**src/rtl/switch_allocator.sv**
```systemverilog
// switch_allocator: per-output round-robin allocator for the 5-port router.
// Each output (N,S,E,W,PE) runs an independent rotating-priority search over
// its request vector and registers a one-hot grant. Grants feed the crossbar
// select, output-buffer write enables and input-buffer dequeues.
// Port/input index mapping: 0=PE, 1=W, 2=E, 3=S, 4=N.

module switch_allocator #(
    parameter int RR_INIT = 0,
    parameter int NPORT   = 5
) (
    input  logic       clk,
    input  logic       rst_n,
    input  logic [4:0] req_to_n,
    input  logic [4:0] req_to_s,
    input  logic [4:0] req_to_e,
    input  logic [4:0] req_to_w,
    input  logic [4:0] req_to_pe,
    input  logic [4:0] out_full,
    output logic [4:0] grant_n,
    output logic [4:0] grant_s,
    output logic [4:0] grant_e,
    output logic [4:0] grant_w,
    output logic [4:0] grant_pe,
    output logic [4:0] out_we,
    output logic [4:0] in_deq
);

    localparam logic [2:0] PTR_INIT = 3'(RR_INIT);

    // Request and grant vectors gathered per output index
    logic [4:0] req_all   [NPORT];
    logic [4:0] grant_all [NPORT];

    assign req_all[4] = req_to_n;
    assign req_all[3] = req_to_s;
    assign req_all[2] = req_to_e;
    assign req_all[1] = req_to_w;
    assign req_all[0] = req_to_pe;

    assign grant_n  = grant_all[4];
    assign grant_s  = grant_all[3];
    assign grant_e  = grant_all[2];
    assign grant_w  = grant_all[1];
    assign grant_pe = grant_all[0];

    // Dequeue an input whenever any output currently holds a grant for it
    always_comb begin
        in_deq = '0;
        for (int o = 0; o < NPORT; o++) begin
            in_deq = in_deq | grant_all[o];
        end
    end

    genvar gi;
    generate
        for (gi = 0; gi < NPORT; gi++) begin : g_out
            logic [4:0] eff;
            logic       found;
            logic [2:0] win_idx;
            logic [3:0] sum;
            logic [2:0] idx;
            logic       eligible;
            logic [4:0] grant_reg, grant_next;
            logic [2:0] ptr_reg,   ptr_next;

            // Inputs being popped this edge no longer hold a valid head flit
            assign eff = req_all[gi] & ~in_deq;

            assign out_we[gi]    = |grant_reg;
            assign grant_all[gi] = grant_reg;

            // Rotating-priority search starting at the pointer, wrapping 4 -> 0
            always_comb begin
                found   = 1'b0;
                win_idx = ptr_reg;
                sum     = '0;
                idx     = '0;
                for (int off = 0; off < NPORT; off++) begin
                    sum = {1'b0, ptr_reg} + 4'(off);
                    idx = (sum >= 4'd5) ? 3'(sum - 4'd5) : sum[2:0];
                    if (!found && eff[idx]) begin
                        found   = 1'b1;
                        win_idx = idx;
                    end
                end
            end

            // A buffer written last edge is treated as full (its flag lags a cycle)
            always_comb begin
                eligible   = !out_full[gi] && !out_we[gi] && found;
                grant_next = '0;
                ptr_next   = ptr_reg;
                if (eligible) begin
                    grant_next = 5'b00001 << win_idx;
                    ptr_next   = (win_idx == 3'd4) ? 3'd0 : 3'(win_idx + 3'd1);
                end
            end

            // Grant and pointer state, cleared asynchronously by reset
            always_ff @(posedge clk or negedge rst_n) begin
                if (!rst_n) begin
                    grant_reg <= '0;
                    ptr_reg   <= PTR_INIT;
                end else begin
                    grant_reg <= grant_next;
                    ptr_reg   <= ptr_next;
                end
            end
        end
    endgenerate

endmodule

```
**config.mk**
```make
export PLATFORM = sky130hd
export DESIGN_NAME = switch_allocator
export DESIGN_NICKNAME = d
export VERILOG_FILES = /design/src/rtl/switch_allocator.sv
export SDC_FILE = /design/constraint.sdc
export NUM_CORES = 1
export LEC_CHECK = 0
export ABC_AREA = 1
export CORE_ASPECT_RATIO = 0.5
export CORE_MARGIN = 5
export CORE_UTILIZATION = 40
export DETAILED_ROUTE_END_ITERATION = 7
export GPL_ROUTABILITY_DRIVEN = 0
export PLACE_DENSITY_LB_ADDON = 0.2
export SYNTH_ARGS = -nofsm -noshare
export SYNTH_HDL_FRONTEND = slang
export SYNTH_SLANG_ARGS = --single-unit
```
**constraint.sdc**
```tcl
create_clock -name clk -period 4.4 [get_ports clk]
set_input_delay 0.44 -clock clk [delete_from_list [all_inputs] [get_ports clk]]
set_output_delay 0.44 -clock clk [all_outputs]
set_load 0.01 [all_outputs]
```
==> results.md, run 1 <==
* Share of final-layout standard cells stronger than drive strength 1 at 9.047%
* Non-Filler Cell Area, Final at 8041 um2
* Setup total negative slack at 0 ps
* Cell with the largest stage delay on the worst path: sky130_fd_sc_hd__dfrtp_1
* Delay of the slowest cell on the worst path at 560 ps
* Fin Hold WS at 305.8 ps
* FF+latch area at 1001 um2
* Post-CTS repair timing setup buffer count at 0
* Area inside the core boundary at 17190 um2
* Cell type with the largest total area after synthesis: sky130_fd_sc_hd__nand2_1
* DPL Wire Length at 17.16 mm
* Area of placed instances at 7869 um2
* Startpoint type of the worst setup path: flip-flop
* Antenna violations before repair at 0
* Maximum number of pins on one net before global-route repair at 41
* Effective utilization at floorplan at 40.33%
* Peak Freq at 268.9 MHz
* Worst setup EP type: flip-flop
* Width of the die at 196.2 um
* GRT Total Usage at 20.42%
* Total nets after synthesis at 1273
* Antenna Nets Post-Route at 0
* Area of combinational cells with multiple inputs at 5225 um2
* Register bit count reported by yosys at 40
* Synth-to-layout area growth at 16.01%
* CTS Hold Buffers Added at 0
* Root buffer cell: sky130_fd_sc_hd__clkbuf_16
* Number of DRC markers after the initial detailed-route iteration at 537
* YS warnings at 0
* Maximum number of buffers from clock root to sink at 2
* Clock sink count at 40
* WS Path Type: flip-flop to flip-flop
* Per-cell via count in the routed design at 5.184
* Arrival time reported for the critical path endpoint at 3900 ps
* Worst max-slew margin expressed relative to the limit at 35.48%
* Combined area of all synthesized cells at 6932 um2
* Crit path cell chain: inv_2 > ha_1 > inv_1 > fa_1 > inv_1 > nand2_1 > nand2_1 > nand2_1 > nand2_1 > nand2_1 > nand3_1 > nand2_1 > nand2_1 > nand2_1 > inv_1 > nand4_4 > o21ai_0 > inv_1 > ha_1 > nand3_1 > nand2_1 > nand2_1 > nand2_1
* Cell seen most often among critical-path stages: sky130_fd_sc_hd__nand2_1
* Row count at 34
* Clock buffer count from CTS at 5
* Proportion of synthesized chip area in sequential cells at 14.44%
* Transition at the pin with the smallest max-transition slack at 967.8 ps
* Leading cell type in the layout, fill and taps excluded: sky130_fd_sc_hd__nand2_1
* RSZ-0062 raised after global routing: false
* Clock latency on the worst-skew pair at 290 ps
* Result of the run: finished clean
* Worst min path class: input port to async pin
* Ports at 67
* Final hold viol count at 0
* Overall die area at 20220 um2
* Via count of the first global-routing pass at 7013
* TritonCTS clock tree: yes
* Cells after synthesis at 1176
* Share of flip-flops with an asynchronous set or reset after synthesis at 100.0%
* Crit-path max FO at 14
* Number of H-tree branching levels at 2
* Buffers added on ports at 66
* Clock transition at the register clock pins on the worst setup and hold paths after CTS at 60 ps
* Commonest cells after routing, fill and taps aside: sky130_fd_sc_hd__nand2_1, sky130_fd_sc_hd__inv_1, sky130_fd_sc_hd__nand3_1
* Setup clock skew after layout at 6.437 ps
* Number of fill cells in the layout at 1766
* Post-route fraction of the period consumed by the critical path at 84.52%
* Inserted Diodes at 0
* Data required time of the critical path at 4580 ps
* Vert. Die Dim at 103.1 um
* Share of the synthesized area in the top cell type at 23.07%
* Layout Nets at 1345
* Avg WL per Cell at 14.01 um
* Total number of vias at 7688
* Final WL at 20.77 mm
* Average footprint of a synthesized cell at 5.894 um2
* Setup-violating endpoint count in the final report at 0
* Drt drc at 0
* Number of synthesized flops with an enable pin at 0
* First-pass detailed-route iteration total at 5
* Minimum clock period at 3719 ps
* Top_reg_cell synth: sky130_fd_sc_hd__dfrtp_1
* PostCTS Resize Cnt at 0
* Grt total ovfl at 0
* Number of flip-flops under the largest register name at 15
* Number of different library cells in the post-synthesis netlist at 45
* Global-route wire length before repair at 33.95 mm
* Largest cells by area after synthesis: sky130_fd_sc_hd__nand2_1, sky130_fd_sc_hd__dfrtp_1, sky130_fd_sc_hd__ha_1
* Max-slew violation count at 0
* Number of violations of the max-capacitance limit at 0
-- worst paths after layout --
check / start / slack (ps) / endpoint / depth (start not counted)
hold reg to reg: g_out[0].ptr_reg[2] / 700 / g_out[0].ptr_reg[2] / 2
setup / recovery: g_out[3].ptr_reg[0] / 680 / g_out[3].ptr_reg[2] / 23
max in group asynchronous: rst_n / 3490 / grant_pe[3] / 1
hold / removal: rst_n / 310 / g_out[3].ptr_reg[2] / 1
min in group clk: g_out[0].ptr_reg[2] / 700 / g_out[0].ptr_reg[2] / 2
setup reg to reg: g_out[3].ptr_reg[0] / 680 / g_out[3].ptr_reg[2] / 23
-- Yosys cell counts, types with 3 or more instances --
library cell	n
sky130_fd_sc_hd__o21ai_2	3
sky130_fd_sc_hd__nor2_4	3
sky130_fd_sc_hd__nor2_1	55
sky130_fd_sc_hd__nand3_2	9
sky130_fd_sc_hd__o21ai_1	26
sky130_fd_sc_hd__xor2_1	8
sky130_fd_sc_hd__nand2_1	426
sky130_fd_sc_hd__nor4_1	4
sky130_fd_sc_hd__inv_1	157
sky130_fd_sc_hd__nand3b_1	5
sky130_fd_sc_hd__nand4_1	43
sky130_fd_sc_hd__a21oi_1	18
sky130_fd_sc_hd__buf_4	4
sky130_fd_sc_hd__o22ai_1	3
sky130_fd_sc_hd__nor3_1	6
sky130_fd_sc_hd__nand2_2	22
sky130_fd_sc_hd__ha_1	60
sky130_fd_sc_hd__dfrtp_1	40
sky130_fd_sc_hd__nand3_1	139
sky130_fd_sc_hd__xor2_2	3
sky130_fd_sc_hd__o21ai_0	53
sky130_fd_sc_hd__inv_2	20
sky130_fd_sc_hd__a21oi_2	7
sky130_fd_sc_hd__fa_1	5
sky130_fd_sc_hd__nor2_2	10
sky130_fd_sc_hd__o211ai_1	14
sky130_fd_sc_hd__nand2_4	8
-- per-layer routing --
| layer | vias up | routed length, um | GRT usage (%) |
|---|---|---|---|
| met2 | 232 | 9557 | 35.62 |
| met4 | 0 | 473 | 6.113 |
| met5 | - | 0 | 0 |
| met1 | 3446 | 9811 | 27.09 |
| met3 | 32 | 928 | 2.285 |
| li1 | 3978 | - | - |
-- final cells by class --
type,instances,share of cell area [%]
Multi-Input combinational cell,954,64.98
Clock buffer,5,1.556
Tap cell,234,3.641
Clock inverter,3,0.5913
Timing Repair Buffer,70,8.527
Inverter,177,8.262
Sequential cell,40,12.45
-- worst max-delay path: cells and delay by family, from the launching register on --
kind	cells	cell delay, ps
DFF	1	560
adders and majority gates	3	780
buffers and inverters	5	720
and+or+nand+nor	14	1160
AOI/OAI and AO/OA	1	390
-- metrics by stage --
step | cells | worst slack (ps) | util [%]
after floorplan | 1176 | 1187 | -
after global placement | 1475 | 805.5 | 45.78
after detailed placement | 1475 | 716.1 | 45.78
after CTS | 1483 | 703.3 | 46.79
after global routing | 1483 | 253.0 | 46.79
final | 1483 | 681.3 | 46.79
-- kinds of logic (layout without fill, tap and decap cells) --
group           after synthesis  after routing  synth area share, %
fa+ha+maj                    65             65                12.27
buf+inv                     182            255                10.18
xor+xnor                     13             13                1.968
compound gates              135            135                11.66
flops                        40             40                14.44
simple gates                741            741                49.48
Power of run 1 is left out: the tool's default activity adds up to more than one toggle a clock period on the data nets, which glitch-free logic cannot reach.
==> run 2: changes to the inputs <==
clock period = 3.11 ns   (was 4.4 ns; I/O delays follow)
==> run 2 against run 1 <==
Compared with the run above:
- clock skew decreased by 1.3 ps
- sequential share of layout area shrank 3.2 points
- count of clock-buffer cells in the layout stayed put
- cell count grew 12%
- maximum frequency is 19% higher
- critical path depth up 4
- design area rose by 36%
- worst hold slack better by 200 ps
- die area unchanged
- critical path type unchanged
- the flow now finishes with violations (negative setup slack)
- critical endpoint is now g_out[1].ptr_reg[2]
- first-iteration DRC count grew 9.1%
- via count increased by 13%
- core utilization up 17 points
==> results.md, run 2 (synthesis gave the netlist of run 1 again) <==
* Cell seen most often among critical-path stages: sky130_fd_sc_hd__nand2_1
* Overall die area at 20220 um2 (unchanged)
* Antenna Nets Post-Route at 0 (unchanged)
* Cell with the largest stage delay on the worst path: sky130_fd_sc_hd__dfrtp_1
* Startpoint type of the worst setup path: flip-flop
* Drt drc at 0 (unchanged)
* Data required time of the critical path at 3300 ps (-1280 ps)
* Area inside the core boundary at 17190 um2 (unchanged)
* Global-route wire length before repair at 36.36 mm (+7.1%)
* Number of flip-flops under the largest register name at 15 (unchanged)
* Clock sink count at 40 (unchanged)
* Post-route fraction of the period consumed by the critical path at 100.9% (+16 points)
* Ports at 67 (unchanged)
* WS Path Type: flip-flop to flip-flop
* Buffers added on ports at 66 (unchanged)
* Avg WL per Cell at 15.21 um (+8.6%)
* Clock latency on the worst-skew pair at 290 ps (about the same)
* RSZ-0062 raised after global routing: true
* Grt total ovfl at 0 (unchanged)
* Synth-to-layout area growth at 57.27%
* Final WS setup at -27.31 ps (-708.6 ps)
* Effective utilization at floorplan at 40.33% (unchanged)
* Layout Nets at 1527 (+14%)
* Per-cell via count in the routed design at 5.223 (+0.75%)
* Crit-path max FO at 4 (-10)
* DPL Wire Length at 18.33 mm (+6.8%)
* Inserted Diodes at 0 (unchanged)
* Maximum number of pins on one net before global-route repair at 24 (-41%)
* Number of violations of the max-capacitance limit at 0 (unchanged)
* Violations in the final reports: negative setup slack
* Number of DRC markers after the initial detailed-route iteration at 586 (+9.1%)
* Number of fill cells in the layout at 1479 (-16%)
* Minimum clock period at 3137 ps (-581.4 ps)
* Clock transition at the register clock pins on the worst setup and hold paths after CTS at 70 ps (about the same)
* TritonCTS clock tree: yes
* Final hold viol count at 0 (unchanged)
* Delay of the slowest cell on the worst path at 410 ps (-150 ps)
* Width of the die at 196.2 um (unchanged)
* First-pass detailed-route iteration total at 5 (unchanged)
* Reg2Reg Depth at 27 (+17%)
* Setup clock skew after layout at 5.160 ps (-1.277 ps)
* Worst flop-to-flop path startpoint: g_out[1].ptr_reg[0]
* Vert. Die Dim at 103.1 um (unchanged)
* Commonest cells after routing, fill and taps aside: sky130_fd_sc_hd__nand2_1, sky130_fd_sc_hd__buf_4, sky130_fd_sc_hd__inv_1
* Clock buffer count from CTS at 5 (unchanged)
* Leading cell type in the layout, fill and taps excluded: sky130_fd_sc_hd__nand2_1
* Final WL at 25.32 mm (+22%)
* Via count of the first global-routing pass at 7623 (+8.7%)
* Worst setup EP type: flip-flop
* GRT Total Usage at 21.66% (+1.2 points)
* Worst max-slew margin expressed relative to the limit at 68.10% (+33 points)
* Area of placed instances at 8831 um2 (+12%)
* Root buffer cell: sky130_fd_sc_hd__clkbuf_16
* Worst min path class: input port to async pin
* Share of final-layout standard cells stronger than drive strength 1 at 40.60% (+32 points)
* Arrival time reported for the critical path endpoint at 3320 ps (-580 ps)
* Number of H-tree branching levels at 2 (unchanged)
* Transition at the pin with the smallest max-transition slack at 478.5 ps (-489.3 ps)
* Peak Freq at 318.7 MHz (+19%)
* Maximum number of buffers from clock root to sink at 2 (unchanged)
* Total number of vias at 8696 (+13%)
* Setup-violating endpoint count in the final report at 3 (+3)
* Result of the run: finished, violations left
* Worst setup path startpoint: g_out[1].ptr_reg[0]
* Max-slew violation count at 0 (unchanged)
* R2R Setup Slk at -30 ps (-710 ps)
* Non-Filler Cell Area, Final at 10900 um2 (+36%)
* Row count at 34 (unchanged)
* Antenna violations before repair at 0 (unchanged)
run 2: cell count changes in the layout (fill, tap and decap cells not counted), sizes merged:
cell	change
buf	+181
clkinv	-2
clkinvlp	+1
dlygate4sd3	+1
inv	+1
run 2: metrics by stage:
stage                     util [%]  TNS, ps  setup slack (ps)  std cells  hold WS (ps)
after global routing         63.43    -3945            -228.0       1665         543.8
after CTS                    54.02        0             2.511       1619         512.9
after floorplan                  -   -8.145            -8.145       1176         15.41
final                        63.43   -47.05            -27.31       1665         507.2
after global placement       51.38   -312.0            -74.27       1599         286.7
after detailed placement     51.38    -2079            -184.8       1599         288.2
run 2: path summary, 6_finish.rpt:
path | to
max reg2reg | g_out[1].ptr_reg[2]
min | g_out[1].ptr_reg[1]
min in group clk | g_out[3].ptr_reg[2]
max | g_out[1].ptr_reg[2]
max in group asynchronous | g_out[4].ptr_reg[1]
min reg2reg | g_out[3].ptr_reg[2]
run 2: layout make-up:
type | count | area (um2) | share of cell area, %
clock buffers | 5 | 125.1 | 1.148
clock inverters | 3 | 46.29 | 0.4247
inverters | 177 | 694.4 | 6.370
multi-input cells | 954 | 6619 | 60.71
flip-flops and latches | 40 | 1011 | 9.274
well taps | 234 | 292.8 | 2.686
repair buffers | 252 | 2113 | 19.38
run 2: critical path, delay by kind of cell (launching register included):
| kind | cells | cell delay (ps) |
|---|---|---|
| AOI/OAI and AO/OA | 1 | 60 |
| buffers and inverters | 7 | 690 |
| adders and majority gates | 3 | 620 |
| and+or+nand+nor | 16 | 1230 |
| DFF | 1 | 410 |
run 2: timing repair:
item,CTS,global route
resized for setup,57,356
gates cloned,0,0
endpoints found under the setup margin,32,40
endpoints found under the hold margin,17,0
hold buffers,1,0
buffers inserted,11,47
pin swaps,17,142
run 2: metal layers:
| metal | track usage, % | wire length (um) | up-vias |
|---|---|---|---|
| met4 | 4.450 | 461 | 0 |
| met2 | 38.03 | 12670 | 264 |
| met3 | 3.004 | 1292 | 41 |
| li1 | - | - | 4343 |
| met1 | 28.94 | 10890 | 4048 |
| met5 | 0 | 0 | - |
Power of run 2 is left out for the same reason.
